$ cat config.mk
export PLATFORM = sky130hd
export DESIGN_NAME = ssd_scanner
export DESIGN_NICKNAME = d
export VERILOG_FILES = /design/src/rtl/ssd_pkg.sv /design/src/rtl/ssd_hex_decoder.sv /design/src/rtl/ssd_scanner.sv
export SDC_FILE = /design/constraint.sdc
export NUM_CORES = 1
export LEC_CHECK = 0
export CAP_MARGIN = 10
export CORE_ASPECT_RATIO = 0.9
export CORE_MARGIN = 1
export CORE_UTILIZATION = 50
export DETAILED_ROUTE_END_ITERATION = 16
export PLACE_DENSITY = 0.76
export SETUP_SLACK_MARGIN = 0.15
export SLEW_MARGIN = 20
export SYNTH_ARGS = -nofsm -noshare
export SYNTH_HDL_FRONTEND = slang
export SYNTH_HIERARCHICAL = 1
export SYNTH_SLANG_ARGS = --single-unit
$ cat constraint.sdc
create_clock -name ClkPort -period 4.4 [get_ports ClkPort]
set_clock_uncertainty 0.15 [all_clocks]
set_input_delay 0.66 -clock ClkPort [delete_from_list [all_inputs] [get_ports ClkPort]]
set_output_delay 0.66 -clock ClkPort [all_outputs]
set_load 0.005 [all_outputs]
$ cat src/rtl/ssd_pkg.sv
// Shared seven-segment definitions: segment patterns {a,b,c,d,e,f,g}, active-high,
// and the hex-to-segment lookup used by the scanner's decoder.
package ssd_pkg;

  localparam logic [6:0] SEG_0 = 7'b1111110;
  localparam logic [6:0] SEG_1 = 7'b0110000;
  localparam logic [6:0] SEG_2 = 7'b1101101;
  localparam logic [6:0] SEG_3 = 7'b1111001;
  localparam logic [6:0] SEG_4 = 7'b0110011;
  localparam logic [6:0] SEG_5 = 7'b1011011;
  localparam logic [6:0] SEG_6 = 7'b1011111;
  localparam logic [6:0] SEG_7 = 7'b1110000;
  localparam logic [6:0] SEG_8 = 7'b1111111;
  localparam logic [6:0] SEG_9 = 7'b1111011;
  localparam logic [6:0] SEG_A = 7'b1110111;
  localparam logic [6:0] SEG_B = 7'b0011111;
  localparam logic [6:0] SEG_C = 7'b1001110;
  localparam logic [6:0] SEG_D = 7'b0111101;
  localparam logic [6:0] SEG_E = 7'b1001111;
  localparam logic [6:0] SEG_F = 7'b1000111;

  function automatic logic [6:0] hex_to_seg(input logic [3:0] hex);
    logic [6:0] seg;
    case (hex)
      4'h0:    seg = SEG_0;
      4'h1:    seg = SEG_1;
      4'h2:    seg = SEG_2;
      4'h3:    seg = SEG_3;
      4'h4:    seg = SEG_4;
      4'h5:    seg = SEG_5;
      4'h6:    seg = SEG_6;
      4'h7:    seg = SEG_7;
      4'h8:    seg = SEG_8;
      4'h9:    seg = SEG_9;
      4'hA:    seg = SEG_A;
      4'hB:    seg = SEG_B;
      4'hC:    seg = SEG_C;
      4'hD:    seg = SEG_D;
      4'hE:    seg = SEG_E;
      default: seg = SEG_F;
    endcase
    return seg;
  endfunction

endpackage

$ cat src/rtl/ssd_hex_decoder.sv
// Hex nibble to active-high seven-segment pattern {a,b,c,d,e,f,g}.
module ssd_hex_decoder
  import ssd_pkg::*;
(
  input  logic [3:0] hex,
  output logic [6:0] seg
);

  // Pure lookup; output polarity is handled by the scanner.
  always_comb seg = hex_to_seg(hex);

endmodule

$ cat src/rtl/ssd_scanner.sv
// Multiplexed seven-segment scanner with frame-synchronous double buffering,
// leading-zero suppression and per-slot PWM brightness.
module ssd_scanner
  import ssd_pkg::*;
#(
  parameter int NUM_DIGITS    = 8,
  parameter int SCAN_DIV_BITS = 17,
  parameter int ACTIVE_LOW    = 1
) (
  input  logic                    ClkPort,
  input  logic                    Reset,
  input  logic                    load,
  input  logic [4*NUM_DIGITS-1:0] hex_in,
  input  logic [NUM_DIGITS-1:0]   dp_in,
  input  logic [NUM_DIGITS-1:0]   blank_in,
  input  logic                    lz_suppress,
  input  logic [3:0]              bright,
  output logic [NUM_DIGITS-1:0]   anode,
  output logic [6:0]              cathode,
  output logic                    dp,
  output logic                    frame_done
);

  localparam int IDX_W = (NUM_DIGITS > 1) ? $clog2(NUM_DIGITS) : 1;
  localparam logic [IDX_W-1:0] LAST_IDX = IDX_W'(NUM_DIGITS - 1);
  localparam logic POL = (ACTIVE_LOW != 0);

  logic [SCAN_DIV_BITS-1:0] presc_r;
  logic [IDX_W-1:0]         idx_r;
  logic                     pending_r;
  logic [4*NUM_DIGITS-1:0]  sh_hex_r, act_hex_r;
  logic [NUM_DIGITS-1:0]    sh_dp_r, act_dp_r;
  logic [NUM_DIGITS-1:0]    sh_blank_r, act_blank_r;
  logic                     lz_r;
  logic [NUM_DIGITS-1:0]    anode_r;
  logic [6:0]               cathode_r;
  logic                     dp_r;
  logic                     frame_done_r;

  logic                     slot_term_s;
  logic                     commit_s;
  logic [NUM_DIGITS-1:0]    lz_mask_s;
  logic [NUM_DIGITS-1:0]    idx_oh_s;
  logic [3:0]               cur_nib_s;
  logic                     cur_dp_s;
  logic                     cur_blank_s;
  logic [6:0]               seg_s;
  logic [NUM_DIGITS-1:0]    anode_on_s;
  logic [6:0]               seg_on_s;
  logic                     dp_on_s;

  assign slot_term_s = (presc_r == {SCAN_DIV_BITS{1'b1}});
  assign commit_s    = slot_term_s && (idx_r == LAST_IDX);

  // Prescaler and digit index; the index wrap is the frame commit.
  always_ff @(posedge ClkPort or posedge Reset) begin
    if (Reset) begin
      presc_r <= {SCAN_DIV_BITS{1'b0}};
      idx_r   <= {IDX_W{1'b0}};
    end else begin
      presc_r <= presc_r + SCAN_DIV_BITS'(1);
      if (slot_term_s) begin
        idx_r <= (idx_r == LAST_IDX) ? {IDX_W{1'b0}} : idx_r + IDX_W'(1);
      end
    end
  end

  // Shadow capture and pending flag; a commit always consumes pending.
  always_ff @(posedge ClkPort or posedge Reset) begin
    if (Reset) begin
      sh_hex_r   <= {(4*NUM_DIGITS){1'b0}};
      sh_dp_r    <= {NUM_DIGITS{1'b0}};
      sh_blank_r <= {NUM_DIGITS{1'b0}};
      pending_r  <= 1'b0;
    end else begin
      if (load) begin
        sh_hex_r   <= hex_in;
        sh_dp_r    <= dp_in;
        sh_blank_r <= blank_in;
      end
      if (commit_s) begin
        pending_r <= 1'b0;
      end else if (load) begin
        pending_r <= 1'b1;
      end
    end
  end

  // Active display data; a load on the commit cycle bypasses the shadow.
  always_ff @(posedge ClkPort or posedge Reset) begin
    if (Reset) begin
      act_hex_r   <= {(4*NUM_DIGITS){1'b0}};
      act_dp_r    <= {NUM_DIGITS{1'b0}};
      act_blank_r <= {NUM_DIGITS{1'b0}};
      lz_r        <= 1'b0;
    end else if (commit_s && (load || pending_r)) begin
      act_hex_r   <= load ? hex_in   : sh_hex_r;
      act_dp_r    <= load ? dp_in    : sh_dp_r;
      act_blank_r <= load ? blank_in : sh_blank_r;
      lz_r        <= lz_suppress;
    end
  end

  // Leading-zero mask: walk down from the top digit until a nonzero nibble.
  always_comb begin : lz_scan
    logic lead_s;
    lz_mask_s = {NUM_DIGITS{1'b0}};
    lead_s    = 1'b1;
    for (int k = NUM_DIGITS - 1; k >= 1; k--) begin
      if (lead_s && (act_hex_r[4*k +: 4] == 4'h0)) begin
        lz_mask_s[k] = 1'b1;
      end else begin
        lead_s = 1'b0;
      end
    end
  end

  // Select the data of the digit currently being scanned.
  always_comb begin
    cur_nib_s   = 4'h0;
    cur_dp_s    = 1'b0;
    cur_blank_s = 1'b0;
    idx_oh_s    = {NUM_DIGITS{1'b0}};
    for (int k = 0; k < NUM_DIGITS; k++) begin
      if (idx_r == IDX_W'(k)) begin
        cur_nib_s   = act_hex_r[4*k +: 4];
        cur_dp_s    = act_dp_r[k];
        cur_blank_s = act_blank_r[k] | (lz_r & lz_mask_s[k]);
        idx_oh_s[k] = 1'b1;
      end else begin
        idx_oh_s[k] = 1'b0;
      end
    end
  end

  ssd_hex_decoder u_dec (
    .hex (cur_nib_s),
    .seg (seg_s)
  );

  // Active-high drive values before the output register.
  always_comb begin
    if (presc_r[SCAN_DIV_BITS-1 -: 4] < bright) begin
      anode_on_s = idx_oh_s;
    end else begin
      anode_on_s = {NUM_DIGITS{1'b0}};
    end
    if (cur_blank_s) begin
      seg_on_s = 7'b0000000;
      dp_on_s  = 1'b0;
    end else begin
      seg_on_s = seg_s;
      dp_on_s  = cur_dp_s;
    end
  end

  // Registered pin drive with polarity applied; reset leaves everything dark.
  always_ff @(posedge ClkPort or posedge Reset) begin
    if (Reset) begin
      anode_r      <= {NUM_DIGITS{POL}};
      cathode_r    <= {7{POL}};
      dp_r         <= POL;
      frame_done_r <= 1'b0;
    end else begin
      anode_r      <= anode_on_s ^ {NUM_DIGITS{POL}};
      cathode_r    <= seg_on_s ^ {7{POL}};
      dp_r         <= dp_on_s ^ POL;
      frame_done_r <= commit_s;
    end
  end

  assign anode      = anode_r;
  assign cathode    = cathode_r;
  assign dp         = dp_r;
  assign frame_done = frame_done_r;

endmodule

==> reports/metrics.yaml <==
status: "finished, final reports clean"
vias: 3945
syn_inst: 482
ir_drop_mv: 0.324
clkTransAtPathRegs_ns: 0.06
post_cts_buffers: 0
tns_ns: 0
grt.overflow.total: 0
cp_data_arrival_time_ns: 3.70
setup_viol: 0
ant_nets: 0
die-area_sq_um: 12600
pin_count: 73
yosys_warnings: 6
fin_crit_ns: 3.52
cts_hold_buffers: 0
crit_start: "idx_r[2]"
cap_violations: 0
max_freq_mhz: 284
core_area_sq_um: 11600
final-max-slew-violation-count: 0
numCtsBuffers: 17
firstDrtPassIters: 5
synth_area_per_cell_sq_um: 12.6
drc_errors: 0
hold_viol_final: 0
min_from: "presc_r[10]"
tightest_slew_ns: 0.905
wirelength_mm: 12.2
synth_fp_nets: 556
wire_per_inst_microns: 16.9
antenna_found_initial: 0
die_y_microns: 107
vias_per_cell: 5.48
clock-sinks: 135
grt_use_total_pct: 21.4
nets: 625
gp_congestion: 0.839
critPathMaxFanout: 24
grt_max_degree: 136
antenna_cells: 0
clockRootBuffer: "clkbuf_16"
yosysSeqAreaShare_pct: 55.9
hold_ws_ns: 0.316
drive_gt1_share_pct: 26.4
rsz0062_at_grt: "no"
timing.rr.start: "idx_r[2]"
timing.slew.headroom_pct: 39.3
synth_area_sq_um: 6080
row_count: 37
power_density_nw_per_um2: 393
utilization_pct: 65.1
leakage_nw: 3.37
start_util_pct: 52.3
dpl.hpwl_mm: 8.42
cts_tree: "yes"
htree_levels: 4
fin_crit_sh_pct: 80.1
synth.ff_latch_count: 135
setup.worst_path.start_class: "flip-flop"
drt_iter0_markers: 249
clock_path_buffers: 2
cts_resized: 0
grt_pass1_wl_mm: 20.7
cp_data_required_time_ns: 4.58
min_path_type: "reg -> reg"
port_buffers: 72
worstSkewPairLatency_ns: 0.42
grt_pass1_vias: 4080
endpoint_kind: "flip-flop"
die_w_microns: 118
path_class: "reg -> reg"
synth_cell_types: 52
area_growth_syn_to_layout_pct: 24.5
-- layout by cell type (no fill, tap or decap), types with 5 or more instances in the layout --
cell,count
nor3_1,5
nor2_1,16
o211ai_1,12
clkdlybuf4s50_1,71
o22ai_1,5
a221oi_1,7
ha_1,18
mux2_2,91
a21oi_1,17
nand3_1,18
clkbuf_16,17
xnor2_1,9
dfrtp_1,119
nand2_1,27
inv_1,19
o21ai_0,8
xor2_1,5
dfstp_2,16
bufinv_16,5
clkinvlp_4,5
nor2b_1,8
-- synthesized netlist by cell type, drive strengths merged --
master | instances | share of area (%)
and4 | 4 | 0.60
xor2 | 5 | 0.72
dfstp | 16 | 6.9
or4b | 2 | 0.39
nand3 | 18 | 1.5
o21a | 4 | 0.49
nand4b | 1 | 0.14
nor4 | 4 | 0.66
nand2 | 27 | 1.7
a31oi | 2 | 0.21
a211oi | 2 | 0.25
nor2b | 8 | 0.82
a32oi | 1 | 0.14
a21o | 3 | 0.37
buf | 5 | 0.60
a21oi | 17 | 1.4
nor3 | 6 | 0.68
nand3b | 2 | 0.25
o32a | 1 | 0.16
and3 | 3 | 0.33
inv | 20 | 1.2
mux4 | 1 | 0.43
mux2i | 2 | 0.33
a221oi | 7 | 1.0
or2b | 1 | 0.12
o211ai | 12 | 1.5
a211o | 4 | 0.58
or4 | 3 | 0.37
o22ai | 5 | 0.51
nor2 | 16 | 0.99
ha | 18 | 3.7
dfrtp | 119 | 49
a31o | 2 | 0.29
o21ai | 11 | 0.91
nand2b | 2 | 0.21
or3 | 1 | 0.10
and2 | 3 | 0.31
clkbuf | 20 | 1.2
xnor2 | 9 | 1.3
mux2 | 94 | 17
o31a | 1 | 0.14
-- report_power, final --
part,total (mW),internal (mW),switching [mW],leakage [nW]
logic,0.150,0.0862,0.0639,1.40
registers,1.30,1.29,0.0108,1.67
clock network,1.52,1.00,0.518,0.296
total,2.97,2.38,0.592,3.37
-- state kept, by name, indices dropped and copies added (netlist names), 7 cells and up --
signal	count
act_blank_r	8
act_dp_r	8
act_hex_r	32
anode	8
cathode	7
presc_r	17
sh_blank_r	8
sh_dp_r	8
sh_hex_r	32
-- layout make-up --
class                      instances  area, sq um
clock buffer                      20          437
clock inverter                    12          203
fill                             857         4050
inverter                          20         78.8
multi-input combinational        302         2500
sequential                       135         3400
tap                              156          195
timing repair buffer              75          751
-- stage by stage --
stage	instances	power, mW	worst slack (ns)	instance area (sq um)
final	720	2.97	0.876	7570
after global routing	720	3.07	0.623	7570
after CTS	720	3.00	0.946	7570
after detailed placement	688	1.47	0.974	6930
after global placement	688	1.47	1.16	6930
after floorplan	482	1.40	1.27	6080
-- layer usage --
metal	vias to the layer above	routed length (microns)	global-route usage, %
li1	1863	-	-
met1	1943	5600	29.3
met2	120	5710	33.0
met3	19	611	4.79
met4	0	233	9.07
met5	-	0	0
-- worst max-delay path, stage by stage, from the launching register on --
cell and delay (ns):
dfrtp_1 0.63, ha_1 0.54, a211oi_1 0.57, o211ai_1 0.16
o21a_1 0.29, inv_1 0.15, ha_1 0.27, inv_1 0.05
mux4_1 0.51, o211ai_1 0.11
-- worst paths after layout --
path                            depth (start not counted)      endpoint  slack, ns
worst max-delay path                                    9    cathode[3]       0.88
min in group asynchronous                               3   act_dp_r[0]       0.63
worst min register to register                          1   presc_r[10]       0.32
worst max register to register                          9    cathode[3]       0.88
worst min-delay path                                    1   presc_r[10]       0.32
max in group asynchronous                               3  sh_hex_r[22]       2.96
-- kinds of logic after synthesis --
kind of cell | count (synthesis) | share of synthesized area (%)
DFF | 135 | 55.9
and+or+nand+nor | 101 | 9.12
muxes | 97 | 18.2
AOI/OAI and AO/OA | 72 | 7.95
buffers and inverters | 45 | 3.07
adders and majority gates | 18 | 3.71
xor gates and xnor gates | 14 | 2.02
No activity file was read; power rests on OpenSTA's default activity.
